===== src/rtl/time_keeper_pkg.sv =====
// time_keeper_pkg: shared time limits, field widths and the hh:mm:ss record
package time_keeper_pkg;
  localparam int HRS_W = 5;
  localparam int MS_W = 6;
  localparam logic [HRS_W-1:0] HRS_MAX = 5'd23;
  localparam logic [MS_W-1:0] MIN_MAX = 6'd59;
  localparam logic [MS_W-1:0] SEC_MAX = 6'd59;
  typedef struct packed {
    logic [HRS_W-1:0] hh;
    logic [MS_W-1:0]  mm;
    logic [MS_W-1:0]  ss;
  } hms_t;
  function automatic hms_t sanitize(input logic [HRS_W-1:0] h, input logic [MS_W-1:0] m, input logic [MS_W-1:0] s);
    hms_t r;
    r.hh = h > HRS_MAX ? HRS_MAX : h;
    r.mm = m > MIN_MAX ? MIN_MAX : m;
    r.ss = s > SEC_MAX ? SEC_MAX : s;
    return r;
  endfunction
endpackage


===== src/rtl/time_keeper_tick_prescaler.sv =====
// tick_prescaler: divides clk down to a one-cycle tick every TICK_DIV cycles
module tick_prescaler #(
  parameter int TICK_DIV = 100_000_000
) (
  input  logic clk,
  input  logic rst,
  input  logic clr,
  output logic tick
);
  localparam int CW = $clog2(TICK_DIV);
  localparam logic [CW-1:0] LAST = CW'(TICK_DIV - 1);
  logic [CW-1:0] cnt_q, cnt_d;
  assign tick = cnt_q == LAST;
  assign cnt_d = (clr || tick) ? '0 : cnt_q + CW'(1);
  always_ff @(posedge clk) begin
    if (rst) cnt_q <= '0;
    else cnt_q <= cnt_d;
  end
endmodule


===== src/rtl/time_keeper.sv =====
// time_keeper: loadable HH:MM:SS wall clock advanced by an internal 1 s tick.
// Define ALARM_EN to add the alarm-time register and alarm flag ports.
module time_keeper #(
  parameter int TICK_DIV = 100_000_000
) (
  input  logic       clk,
  input  logic       rst,
  input  logic       load,
  input  logic [4:0] in_hrs,
  input  logic [5:0] in_min,
  input  logic [5:0] in_sec,
  output logic [4:0] hrs,
  output logic [5:0] min,
  output logic [5:0] sec,
  output logic       sec_tick,
  output logic       day_wrap
`ifdef ALARM_EN
  ,
  output logic       alarm,
  input  logic       alarm_set,
  input  logic       alarm_clr
`endif
);
  import time_keeper_pkg::*;
  hms_t time_q, time_d, in_s, inc_t;
  logic tick, run_tick, s_w, m_w, h_w, sec_tick_q, day_wrap_q;
  tick_prescaler #(.TICK_DIV(TICK_DIV)) u_presc (
    .clk (clk),
    .rst (rst),
    .clr (load),
    .tick(tick)
  );
  assign in_s = sanitize(in_hrs, in_min, in_sec);
  // a tick coinciding with load is dropped so the loaded value is shown intact
  assign run_tick = tick & ~load;
  assign s_w = time_q.ss >= SEC_MAX;
  assign m_w = time_q.mm >= MIN_MAX;
  assign h_w = time_q.hh >= HRS_MAX;
  always_comb begin
    inc_t.ss = s_w ? '0 : time_q.ss + MS_W'(1);
    inc_t.mm = s_w ? (m_w ? '0 : time_q.mm + MS_W'(1)) : time_q.mm;
    inc_t.hh = (s_w && m_w) ? (h_w ? '0 : time_q.hh + HRS_W'(1)) : time_q.hh;
    time_d = load ? in_s : run_tick ? inc_t : time_q;
  end
  always_ff @(posedge clk) begin
    if (rst) begin
      time_q     <= '0;
      sec_tick_q <= 1'b0;
      day_wrap_q <= 1'b0;
    end else begin
      time_q     <= time_d;
      sec_tick_q <= run_tick;
      day_wrap_q <= run_tick & s_w & m_w & h_w;
    end
  end
  assign hrs = time_q.hh;
  assign min = time_q.mm;
  assign sec = time_q.ss;
  assign sec_tick = sec_tick_q;
  assign day_wrap = day_wrap_q;
`ifdef ALARM_EN
  hms_t alm_q, alm_d;
  logic alarm_q, alarm_d;
  // sec_tick only follows run-mode increments, so loaded times never match
  assign alm_d = alarm_set ? in_s : alm_q;
  assign alarm_d = alarm_clr ? 1'b0 : (sec_tick_q && time_q == alm_q) ? 1'b1 : alarm_q;
  always_ff @(posedge clk) begin
    if (rst) begin
      alm_q   <= '0;
      alarm_q <= 1'b0;
    end else begin
      alm_q   <= alm_d;
      alarm_q <= alarm_d;
    end
  end
  assign alarm = alarm_q;
`endif
endmodule


===== config.mk =====
export PLATFORM = sky130hd
export DESIGN_NAME = time_keeper
export DESIGN_NICKNAME = d
export VERILOG_FILES = /design/src/rtl/time_keeper_pkg.sv /design/src/rtl/time_keeper_tick_prescaler.sv /design/src/rtl/time_keeper.sv
export SDC_FILE = /design/constraint.sdc
export NUM_CORES = 1
export LEC_CHECK = 0
export CORE_MARGIN = 1
export CORE_UTILIZATION = 57
export CTS_CLUSTER_SIZE = 30
export DETAILED_ROUTE_END_ITERATION = 10
export HOLD_SLACK_MARGIN = 0.05
export PLACE_DENSITY = 0.83
export SLEW_MARGIN = 30
export SYNTH_ARGS = -nofsm -noshare
export SYNTH_HDL_FRONTEND = slang
export SYNTH_SLANG_ARGS = --single-unit

===== constraint.sdc =====
create_clock -name clk -period 4.3 [get_ports clk]
set_clock_uncertainty 0.15 [all_clocks]
set_input_delay 0.645 -clock clk [delete_from_list [all_inputs] [get_ports clk]]
set_output_delay 0.645 -clock clk [all_outputs]
set_load 0.005 [all_outputs]

==> results.py <==
metrics = {
    "min_path": {
        "holdPathStages": 1,
        "holdCritStartpoint": "u_presc.cnt_q[0]$_SDFF_PP0_",
        "min_to": "u_presc.cnt_q[0]$_SDFF_PP0_",
        "min_path_type": "reg2reg",
    },
    "timing": {
        "slew_viol_final": 0,
        "hold_viol": 0,
        "fmax_mhz": 371,
        "rsz0062_at_grt": "no",
        "fin_crit_sh_pct": 62.7,
        "period_needed_ps": 2700,
        "finalSetupViolations": 0,
        "max_slew_margin_pct": 42.0,
        "finalWorstSetupSlack_ps": 1600,
        "worstMarginPinSlew_ps": 868,
        "fin_setup_tns_ps": 0,
    },
    "yosys": {
        "synth_cells": 303,
        "yosysTopAreaCell": "dfxtp_1",
        "synth_area_sq_mm": 0.00245,
        "yosysTopAreaCellShare_pct": 37.6,
        "ys.warnings.count": 0,
        "synth_cell_types": 46,
        "seq_area_frac_synth_pct": 37.6,
        "yosys_register_bits": 46,
        "synthesis.nets": 327,
        "synth_edf_count": 0,
        "avgSynthCellArea_sq_um": 8.09,
        "synth_commonest_cells": "dfxtp_1, nor2_1, nand2_1",
        "ys_top_cells_by_area": "dfxtp_1, nor2_1, xor2_1",
        "dominantRegCellSynth": "dfxtp_1",
        "synthArstFlopShare_pct": 0,
    },
    "floorplanning": {
        "rows": 23,
        "die_width_um": 67.6,
        "start_util_pct": 60.4,
        "coreArea_sq_mm": 0.00406,
        "die_h_um": 67.6,
        "floorplan.die_area_sq_mm": 0.00457,
        "io_pins": 39,
    },
    "cells_and_area": {
        "area_delta_synth_final_pct": 20.2,
        "layout-drive-gt1-share_pct": 4.44,
        "diodes": 0,
        "nets": 361,
    },
    "worst_setup_path": {
        "start_kind": "flop",
        "ff2ff_setup_slack_ps": 1600,
        "arrival_ps": 2770,
        "end_kind": "flop",
        "critical_path_class": "reg2reg",
        "rr_startpoint": "u_presc.cnt_q[0]$_SDFF_PP0_",
        "startpoint": "u_presc.cnt_q[0]$_SDFF_PP0_",
        "reg2reg_depth": 6,
        "crit_path_max_fanout": 14,
        "worstPathRequired_ps": 4370,
        "r2r_end": "sec[0]$_SDFFE_PP0P_",
    },
    "clocking": {
        "post_cts_buffers": 0,
        "cts-root-buf": "clkbuf_8",
        "hold_buffers": 0,
        "cts_resized": 0,
        "numCtsBuffers": 5,
        "clock_latency_ps": 300,
        "cts_buffer_depth": 2,
        "cts_tree": "done",
        "clock-sinks": 46,
        "path_clk_slew_ps": 100,
        "htreeDepth": 2,
    },
    "routing": {
        "drt.antenna.violating_nets": 0,
        "routed-via-count": 2389,
        "routed_wl_um": 5900,
        "drc_errors": 0,
        "via_per_inst": 6.16,
        "firstDrtPassIters": 4,
        "routedWlPerCell_um": 15.2,
        "drt_iter0_drc": 285,
    },
    "grt": {
        "grt_usage_pct": 27.4,
        "grt_pass1_vias": 2101,
        "overflow": 0,
        "antenna_found_initial": 0,
        "grt_max_degree": 27,
        "grt_pass1_wl_um": 9460,
    },
    "power": {
        "power_mw": 0.820,
        "leakagePower_nw": 0.986,
        "ir_drop_v": 0.000281,
        "power.density_mw_per_mm2": 278,
    },
    "run": {
        "drv_cap": 0,
    },
    "outcome": {
        "status": "finished, final reports clean",
    },
    "place": {
        "dp_hpwl_um": 4260,
        "routabilityCongestion": 0.878,
        "dp_slack_ps": 1450,
        "numPortBuffers": 38,
    },
}
how the worst max path moves through the flow:
stage                                        end  cells past startpoint
finish                       sec[0]$_SDFFE_PP0P_                      6
global route                 sec[0]$_SDFFE_PP0P_                      6
CTS                          sec[0]$_SDFFE_PP0P_                      6
detailed placement  u_presc.cnt_q[10]$_SDFF_PP0_                      4
global placement    u_presc.cnt_q[24]$_SDFF_PP0_                      4
floorplan                    min[3]$_SDFFE_PP0P_                      7
layout by cell type (no fill, tap or decap), drive strengths merged, types with 4 or more instances in the layout:
cell type	instances
o21a	4
nor2	47
xnor2	12
nand3b	4
xor2	14
nor3	8
o221ai	4
a21oi	10
o21ai	9
and3	5
and4	4
ha	4
a31oi	5
clkbuf	5
dfxtp	46
nand4	15
nand2	26
nor4	7
inv	7
o211ai	4
and2	6
clkdlybuf4s50	38
nand3	18
area by class of cell:
| class | instances | area (sq um) |
|---|---|---|
| well taps | 50 | 62.6 |
| repair buffers | 40 | 395 |
| fillers | 337 | 1110 |
| multi-input cells | 238 | 1450 |
| clock inverters | 3 | 25.0 |
| clock buffers | 5 | 68.8 |
| inverters | 6 | 22.5 |
| flip-flops and latches | 46 | 921 |
registers in the layout, summed over array words and instances (netlist names):
name           flops
hrs                5
min                6
day_wrap           1
sec                6
u_presc.cnt_q     27
sec_tick           1
through the flow:
stage	hold slack [ps]	instances	area, sq um	util [%]
after global placement	290	380	2850	70.3
after floorplan	280	303	2450	-
final	325	388	2950	72.6
after detailed placement	305	380	2850	70.3
after CTS	328	388	2950	72.6
after global routing	354	388	2950	72.6
power by group:
part	internal [mW]	switching [mW]	total (mW)
logic	0.0506	0.0393	0.0899
clock network	0.118	0.159	0.277
registers	0.437	0.0165	0.453
total	0.605	0.215	0.820
critical path: stages (launching register included):
cell and delay, ps:
dfxtp_1 380, ha_1 210, nand3_1 130, nor2_1 380, nand4_1 560, or3_1 540, a311oi_1 260
kinds of logic (layout without fill, tap and decap cells):
group,count (synthesis),in the layout,synth area share [%]
flops,46,46,37.6
xor+xnor,26,26,9.29
compound gates,54,54,15.2
buf+inv,19,54,3.22
simple gates,154,154,32.7
fa+ha+maj,4,4,2.04
per-layer routing:
layer | GRT usage, % | vias to the layer above | share of wire (%)
met3 | 5.41 | 14 | 5.0
met4 | 13.6 | 0 | 2.0
li1 | - | 1174 | -
met1 | 37.5 | 1106 | 48
met5 | 0 | - | 0
met2 | 40.5 | 95 | 45
Power figures use the tool's default switching activity.
